## src/rtl/mdu_wb_if.sv

```systemverilog
`default_nettype none
// ============================================================================
// Module   : mdu_wb_if
// Brief    : MDU result buses in, writeback valid/ready handshake out.
// Revision : 1.0 - initial release
// ============================================================================
interface mdu_wb_if #(
  parameter int XLEN  = 32,
  parameter int DEPTH = 2,
  parameter int TAG_W = 4
);
  logic                     in_valid;
  logic                     in_ready;
  logic [3:0]               in_op;
  logic [4:0]               in_rd;
  logic [TAG_W-1:0]         in_tag;
  logic [2*XLEN-1:0]        mul_ss;
  logic [2*XLEN-1:0]        mul_su;
  logic [2*XLEN-1:0]        mul_uu;
  logic [XLEN-1:0]          div_s;
  logic [XLEN-1:0]          div_u;
  logic [XLEN-1:0]          rem_s;
  logic [XLEN-1:0]          rem_u;
  logic [2*XLEN-1:0]        clmul;
  logic [2*XLEN-1:0]        clmulr;
  logic                     out_valid;
  logic                     out_ready;
  logic [XLEN-1:0]          out_data;
  logic [4:0]               out_rd;
  logic [TAG_W-1:0]         out_tag;
  logic                     out_illegal;
  logic [$clog2(DEPTH):0]   count;

  // MDU + writeback side
  modport master (
    output in_valid, in_op, in_rd, in_tag,
    output mul_ss, mul_su, mul_uu, div_s, div_u, rem_s, rem_u, clmul, clmulr,
    output out_ready,
    input  in_ready, out_valid, out_data, out_rd, out_tag, out_illegal, count
  );

  // Buffer side
  modport slave (
    input  in_valid, in_op, in_rd, in_tag,
    input  mul_ss, mul_su, mul_uu, div_s, div_u, rem_s, rem_u, clmul, clmulr,
    input  out_ready,
    output in_ready, out_valid, out_data, out_rd, out_tag, out_illegal, count
  );
endinterface
`default_nettype wire

```

## src/rtl/mdu_wb_buffer.sv

```systemverilog
`default_nettype none
// ============================================================================
// Module   : mdu_wb_buffer
// Brief    : Selects the architectural MDU result and queues it for writeback.
//            Optional same-cycle bypass when empty: define MDU_WB_BYPASS_EN.
// Revision : 1.0 - initial release
// ============================================================================
module mdu_wb_buffer #(
  parameter int XLEN  = 32,
  parameter int DEPTH = 2,
  parameter int TAG_W = 4
) (
  input  wire logic clk,
  input  wire logic rst,
  input  wire logic flush,
  mdu_wb_if.slave   bus
);
  localparam int c_PW = $clog2(DEPTH);
  localparam int c_CW = c_PW + 1;
  localparam logic [c_CW-1:0] c_DEPTH_CNT = c_CW'(DEPTH);

  logic [XLEN-1:0]  w_sel;
  logic             w_ill;
  logic             w_in_ready;
  logic             w_nonempty;
  logic             w_bypass;
  logic             w_push;
  logic             w_pop;
  logic             w_unused;

  logic [XLEN-1:0]  r_data [DEPTH];
  logic [4:0]       r_rd   [DEPTH];
  logic [TAG_W-1:0] r_tag  [DEPTH];
  logic             r_ill  [DEPTH];
  logic [c_PW-1:0]  r_wptr;
  logic [c_PW-1:0]  r_rptr;
  logic [c_CW-1:0]  r_count;

  always_comb begin
    w_sel = '0;
    w_ill = 1'b0;
    case (bus.in_op)
      4'd0:    w_sel = bus.mul_ss[XLEN-1:0];
      4'd1:    w_sel = bus.mul_ss[2*XLEN-1:XLEN];
      4'd2:    w_sel = bus.mul_su[2*XLEN-1:XLEN];
      4'd3:    w_sel = bus.mul_uu[2*XLEN-1:XLEN];
      4'd4:    w_sel = bus.div_s;
      4'd5:    w_sel = bus.div_u;
      4'd6:    w_sel = bus.rem_s;
      4'd7:    w_sel = bus.rem_u;
      4'd8:    w_sel = bus.clmul[XLEN-1:0];
      4'd9:    w_sel = bus.clmul[2*XLEN-1:XLEN];
      4'd10:   w_sel = bus.clmulr[XLEN-1:0];
      default: w_ill = 1'b1;
    endcase
  end

  // Halves of the product buses that no op ever selects
  assign w_unused = ^{bus.mul_su[XLEN-1:0], bus.mul_uu[XLEN-1:0],
                      bus.clmulr[2*XLEN-1:XLEN]};

  assign w_nonempty = (r_count != '0);
  // Registered occupancy only: a same-cycle pop does not open a slot
  assign w_in_ready = (r_count < c_DEPTH_CNT);

`ifdef MDU_WB_BYPASS_EN
  assign w_bypass = !w_nonempty && bus.in_valid && bus.out_ready && !flush;
`else
  assign w_bypass = 1'b0;
`endif

  assign w_push = bus.in_valid && w_in_ready && !flush && !w_bypass;
  assign w_pop  = w_nonempty && bus.out_ready && !flush;

  generate
    for (genvar i = 0; i < DEPTH; i++) begin : g_entry
      always_ff @(posedge clk) begin
        if (!rst) begin
          r_data[i] <= '0;
          r_rd[i]   <= '0;
          r_tag[i]  <= '0;
          r_ill[i]  <= 1'b0;
        end else if (w_push && (r_wptr == c_PW'(i))) begin
          r_data[i] <= w_sel;
          r_rd[i]   <= bus.in_rd;
          r_tag[i]  <= bus.in_tag;
          r_ill[i]  <= w_ill;
        end
      end
    end
  endgenerate

  always_ff @(posedge clk) begin
    if (!rst || flush) begin
      r_wptr  <= '0;
      r_rptr  <= '0;
      r_count <= '0;
    end else begin
      if (w_push) r_wptr <= r_wptr + c_PW'(1);
      if (w_pop)  r_rptr <= r_rptr + c_PW'(1);
      case ({w_push, w_pop})
        2'b10:   r_count <= r_count + c_CW'(1);
        2'b01:   r_count <= r_count - c_CW'(1);
        default: r_count <= r_count;
      endcase
    end
  end

  always_comb begin
    bus.out_data    = '0;
    bus.out_rd      = '0;
    bus.out_tag     = '0;
    bus.out_illegal = 1'b0;
    if (w_nonempty) begin
      bus.out_data    = r_data[r_rptr];
      bus.out_rd      = r_rd[r_rptr];
      bus.out_tag     = r_tag[r_rptr];
      bus.out_illegal = r_ill[r_rptr];
    end else if (w_bypass) begin
      bus.out_data    = w_sel;
      bus.out_rd      = bus.in_rd;
      bus.out_tag     = bus.in_tag;
      bus.out_illegal = w_ill;
    end
  end

  assign bus.out_valid = (w_nonempty && !flush) || w_bypass;
  assign bus.in_ready  = w_in_ready;
  assign bus.count     = r_count;

endmodule
`default_nettype wire
```

## src/flat_wrapper.sv

```systemverilog
// flat-port wrapper written by rule: the top's interface ports become plain ports
module mdu_wb_buffer_flat 
#(
  parameter int XLEN  = 32,
  parameter int DEPTH = 2,
  parameter int TAG_W = 4
)
  (clk, rst, flush, bus_in_valid, bus_in_op, bus_in_rd, bus_in_tag, bus_mul_ss, bus_mul_su, bus_mul_uu, bus_div_s, bus_div_u, bus_rem_s, bus_rem_u, bus_clmul, bus_clmulr, bus_out_ready, bus_in_ready, bus_out_valid, bus_out_data, bus_out_rd, bus_out_tag, bus_out_illegal, bus_count);
  mdu_wb_if #(.XLEN(XLEN), .DEPTH(DEPTH), .TAG_W(TAG_W)) bus_i ();
  input  wire logic clk;
  input  wire logic rst;
  input  wire logic flush;
  input wire logic [$bits(bus_i.in_valid)-1:0] bus_in_valid;
  input wire logic [$bits(bus_i.in_op)-1:0] bus_in_op;
  input wire logic [$bits(bus_i.in_rd)-1:0] bus_in_rd;
  input wire logic [$bits(bus_i.in_tag)-1:0] bus_in_tag;
  input wire logic [$bits(bus_i.mul_ss)-1:0] bus_mul_ss;
  input wire logic [$bits(bus_i.mul_su)-1:0] bus_mul_su;
  input wire logic [$bits(bus_i.mul_uu)-1:0] bus_mul_uu;
  input wire logic [$bits(bus_i.div_s)-1:0] bus_div_s;
  input wire logic [$bits(bus_i.div_u)-1:0] bus_div_u;
  input wire logic [$bits(bus_i.rem_s)-1:0] bus_rem_s;
  input wire logic [$bits(bus_i.rem_u)-1:0] bus_rem_u;
  input wire logic [$bits(bus_i.clmul)-1:0] bus_clmul;
  input wire logic [$bits(bus_i.clmulr)-1:0] bus_clmulr;
  input wire logic [$bits(bus_i.out_ready)-1:0] bus_out_ready;
  output wire logic [$bits(bus_i.in_ready)-1:0] bus_in_ready;
  output wire logic [$bits(bus_i.out_valid)-1:0] bus_out_valid;
  output wire logic [$bits(bus_i.out_data)-1:0] bus_out_data;
  output wire logic [$bits(bus_i.out_rd)-1:0] bus_out_rd;
  output wire logic [$bits(bus_i.out_tag)-1:0] bus_out_tag;
  output wire logic [$bits(bus_i.out_illegal)-1:0] bus_out_illegal;
  output wire logic [$bits(bus_i.count)-1:0] bus_count;
  assign bus_i.in_valid = bus_in_valid;
  assign bus_i.in_op = bus_in_op;
  assign bus_i.in_rd = bus_in_rd;
  assign bus_i.in_tag = bus_in_tag;
  assign bus_i.mul_ss = bus_mul_ss;
  assign bus_i.mul_su = bus_mul_su;
  assign bus_i.mul_uu = bus_mul_uu;
  assign bus_i.div_s = bus_div_s;
  assign bus_i.div_u = bus_div_u;
  assign bus_i.rem_s = bus_rem_s;
  assign bus_i.rem_u = bus_rem_u;
  assign bus_i.clmul = bus_clmul;
  assign bus_i.clmulr = bus_clmulr;
  assign bus_i.out_ready = bus_out_ready;
  assign bus_in_ready = bus_i.in_ready;
  assign bus_out_valid = bus_i.out_valid;
  assign bus_out_data = bus_i.out_data;
  assign bus_out_rd = bus_i.out_rd;
  assign bus_out_tag = bus_i.out_tag;
  assign bus_out_illegal = bus_i.out_illegal;
  assign bus_count = bus_i.count;
  mdu_wb_buffer #(.XLEN(XLEN), .DEPTH(DEPTH), .TAG_W(TAG_W)) u_core (.clk(clk), .rst(rst), .flush(flush), .bus(bus_i));
endmodule
```

## config.mk

```make
export PLATFORM = sky130hd
export DESIGN_NAME = mdu_wb_buffer_flat
export DESIGN_NICKNAME = d
export VERILOG_FILES = /design/src/rtl/mdu_wb_if.sv /design/src/rtl/mdu_wb_buffer.sv /design/src/flat_wrapper.sv
export SDC_FILE = /design/constraint.sdc
export NUM_CORES = 1
export LEC_CHECK = 0
export ABC_CLOCK_PERIOD_IN_PS = 9400
export BUFFER_PORTS_ARGS = -buffer_cell sky130_fd_sc_hd__buf_2
export CAP_MARGIN = 20
export CORE_AREA = 3 3 200 202
export DETAILED_ROUTE_END_ITERATION = 16
export DIE_AREA = 0 0 203 205
export GPL_TIMING_DRIVEN = 0
export PLACE_DENSITY = 0.49
export SLEW_MARGIN = 15
export SYNTH_ARGS = -nofsm -noshare
export SYNTH_HDL_FRONTEND = slang
export SYNTH_SLANG_ARGS = --single-unit
```

## constraint.sdc

```tcl
create_clock -name clk -period 9.4 [get_ports clk]
set_input_delay 0.47 -clock clk [delete_from_list [all_inputs] [get_ports clk]]
set_output_delay 0.47 -clock clk [all_outputs]
set_load 0.01 [all_outputs]
```

==> results by group <==
Logic synthesis
  • Mapped cell area: about 0.007 mm²
  • Post-synthesis sequential area ratio: 0.362
  • Synth warn: 0
  • EDFF count, synth: 83
  • Synthesized Nets: approximately 1200
  • Top cells by area, synth: edfxtp_1, mux2i_1, a22o_1, a21oi_1, nor2_1
  • Synth async-reset ratio: 0
  • Yosys cell types: a little over 60
  • Post-synth top cells: mux2i_1, edfxtp_1, nor2_1
  • Avg Synthesized Cell Area: between 9 and 10 µm²
  • Synth Flop Type: edfxtp_1
  • Register bit total from synthesis: a little under 90
  • Yosys top cell by area: edfxtp_1
  • Yosys top cell area share: 0.346
  • Synth Instances: between 700 and 800
  • Most common cell in the netlist: mux2i_1

Drt
  • Vias: between 8000 and 9000
  • Final ANT Viol Nets: 0
  • Drt first pass iters: 6
  • Via density: about 4.8
  • Initial drt markers: ~520
  • # DRC: 0
  • Wirelength, routed: 45300 µm
  • Routed WL per cell: around 27 µm

Pwr
  • Total power: around 1.1 mW
  • Cell Pwr Density: 108 mW/mm²
  • Leakage: 4.39 nW
  • Peak supply drop: between 0.07 and 0.08 mV

Placement
  • Gp weighted congestion: ~0.86
  • I/O Buffers: about 410
  • Post-DP Area: 0.0100 mm²
  • Hpwl dp: between 30000 and 40000 µm

Clocking
  • H-tree lvl count: 3
  • CTS tree: done
  • Clock Pin Slew Worst Setup and Hold Paths: around 0.07 ns
  • Clk Tree Root Cell: clkbuf_16
  • Hold Buf Count CTS: 0
  • Clk_lat worst skew: about 0.35 ns
  • Post-CTS setup buffer count: 0
  • CTS buffer count: 9
  • Sink Count: 89
  • Post_cts resized: 0
  • Maximum clock insertion buffer count: 2

Cells and area
  • FILL cells: approximately 4300
  • Ratio of cells with drive above 1 in the final layout: 0.449
  • Util after Layout: 0.268
  • Post-route cell area: between 0.01 and 0.015 mm²
  • # nets final: roughly 1600
  • Layout area overhead: 43.0%

Worst setup path
  • Arr. time, crit path: approximately 3 ns
  • CP endpoint kind: flip-flop
  • Reg2Reg Depth: 6
  • Crit-path cells: buf_6 -> clkbuf_2 -> buf_1 -> mux2i_1 -> o22ai_1 -> nor4_1 -> a21oi_1
  • WS Path Type: in2reg
  • Worst Path Max Fanout: 10
  • WP data required: roughly 9.5 ns
  • R2R Path End: u_core.r_data[0][1]$_SDFFCE_PN0P_
  • CP Launch Type: primary input
  • Worst path slowest cell: nor4_1
  • Flop2flop setup slack: 7.33 ns
  • Critical Path Max Stage Delay: 0.81 ns
  • RR Startpoint: u_core.bus.count[1]$_SDFFE_PP0P_

Die
  • Top-level I/O count: between 500 and 600
  • Starting Density: 0.187
  • Core Region: 0.0385 mm²
  • Die area: approximately 0.042 mm²
  • Std cell rows: 72
  • Die W: 203 µm
  • Die H: a little over 200 µm

Timing
  • Pin slew with the least headroom to its limit: around 1.1 ns
  • Fmax: 340 MHz
  • Min Hold Slack: about 0.42 ns
  • Setup TNS: 0 ns
  • Tmin final: between 2 and 3 ns
  • Final period utilization: 0.313
  • RSZ-0062 raised after global routing: false
  • Rel. slew slack: 0.239
  • Clock Skew: 0.00602 ns
  • Max-slew violations: 0
  • Final Hold Viols: 0
  • Final setup fails: 0

Global route
  • Congestion Overflow GR: 0
  • GRT Util Overall: 0.208
  • Pin count of the biggest net entering global routing: 29
  • First-pass GRT wire length: about 61000 µm
  • Vias in the first global route: 8337
  • Initial antenna violation count: 10

Min path
  • Endpoint, Worst Hold: u_core.r_tag[1][0]$_SDFFCE_PN0P_
  • Hold Path Origin: bus_in_tag[0]
  • Min-Delay Path Depth: 2
  • HP Class: in2reg

Run status
  • Status: finished, final reports clean

Flow run
  • Max cap viols: 0
==> layout by cell type (no fill, tap or decap), types with 5 or more instances in the layout <==
cell / count
nor4bb_1: 6
a221oi_1: 12
nor2b_1: 11
buf_4: 6
clkbuf_16: 9
and2_1: 19
nand3_1: 9
o2bb2ai_1: 13
mux2_2: 7
edfxtp_1: 83
o22ai_1: 14
nor2_1: 67
o21ai_0: 10
mux2i_1: 91
or3b_2: 6
buf_2: 452
and4b_1: 8
nand3b_1: 32
and3_1: 16
nand2_1: 13
a21oi_1: 64
nor3b_1: 5
a22o_1: 44
a21boi_0: 5
a2bb2oi_1: 16
a32oi_1: 16
buf_6: 6
clkbuf_1: 23
a2111oi_2: 6
dfxtp_1: 6
a22oi_1: 6
==> cell families after synthesis <==
| family | count (synthesis) | synth area share |
|---|---|---|
| flops | 89 | 0.362 |
| fa+ha+maj | 1 | 0.00173 |
| xor+xnor | 4 | 0.00486 |
| mux | 102 | 0.148 |
| simple gates | 226 | 0.195 |
| compound gates | 223 | 0.232 |
| buf+inv | 79 | 0.0571 |
==> registers in the layout, summed over array words and instances (netlist names), named ones only <==
name	count
u_core.r_wptr	1
u_core.r_ill	2
u_core.r_data	64
u_core.bus.count	2
u_core.r_tag	8
u_core.r_rd	10
u_core.r_rptr	1
==> layer usage <==
layer	wire length, µm	vias to the layer above	track usage
li1	-	3716	-
met1	19100	3892	0.265
met2	21500	397	0.350
met3	3060	65	0.0416
met4	1540	10	0.0747
met5	62	-	0
==> worst max-delay path: cells and delay by family <==
| kind | cells | cell delay, ns |
|---|---|---|
| compound gates | 2 | 0.26 |
| buf+inv | 3 | 1.15 |
| mux | 1 | 0.29 |
| simple gates | 1 | 0.81 |
==> how the worst max path moves through the flow <==
stage / from / to / slack (ns) / depth (start not counted)
after global placement: flush / u_core.r_data[0][12]$_SDFFCE_PN0P_ / 2.26 / 4
after CTS: bus_in_op[3] / u_core.r_data[1][11]$_SDFFCE_PN0P_ / 6.44 / 7
after global routing: bus_in_op[3] / u_core.r_data[0][11]$_SDFFCE_PN0P_ / 6.35 / 7
final: bus_in_op[2] / u_core.r_data[1][24]$_SDFFCE_PN0P_ / 6.46 / 7
after detailed placement: bus_in_op[3] / u_core.r_data[1][11]$_SDFFCE_PN0P_ / 6.07 / 7
after floorplan: flush / u_core.r_data[0][0]$_SDFFCE_PN0P_ / 5.06 / 3
==> layout make-up <==
cell class,instances,area [µm²],area share
clock buffers,9,225,0.0218
clock inverters,7,45.0,0.00437
well taps,518,648,0.0629
plain buffers,75,397,0.0385
multi-input cells,556,4210,0.408
inverters,4,15.0,0.00146
flip-flops and latches,89,2610,0.253
repair buffers,419,2150,0.208
diodes,3,7.51,0.000728
==> power by group <==
| part | leakage [nW] | internal (mW) | total [mW] | switching (mW) |
|---|---|---|---|---|
| registers | 0.921 | 0.453 | 0.458 | 0.00529 |
| clock network | 0.127 | 0.179 | 0.340 | 0.161 |
| logic | 3.35 | 0.137 | 0.319 | 0.182 |
| total | 4.39 | 0.769 | 1.12 | 0.348 |
==> through the flow <==
step           setup slack (ns)  cells
2_1_floorplan              5.06    724
3_3_place_gp               2.26   1654
3_5_place_dp               6.07   1660
4_1_cts                    6.44   1676
5_1_grt                    6.35   1679
6_report                   6.46   1680
(Power assumes the default switching activity.)
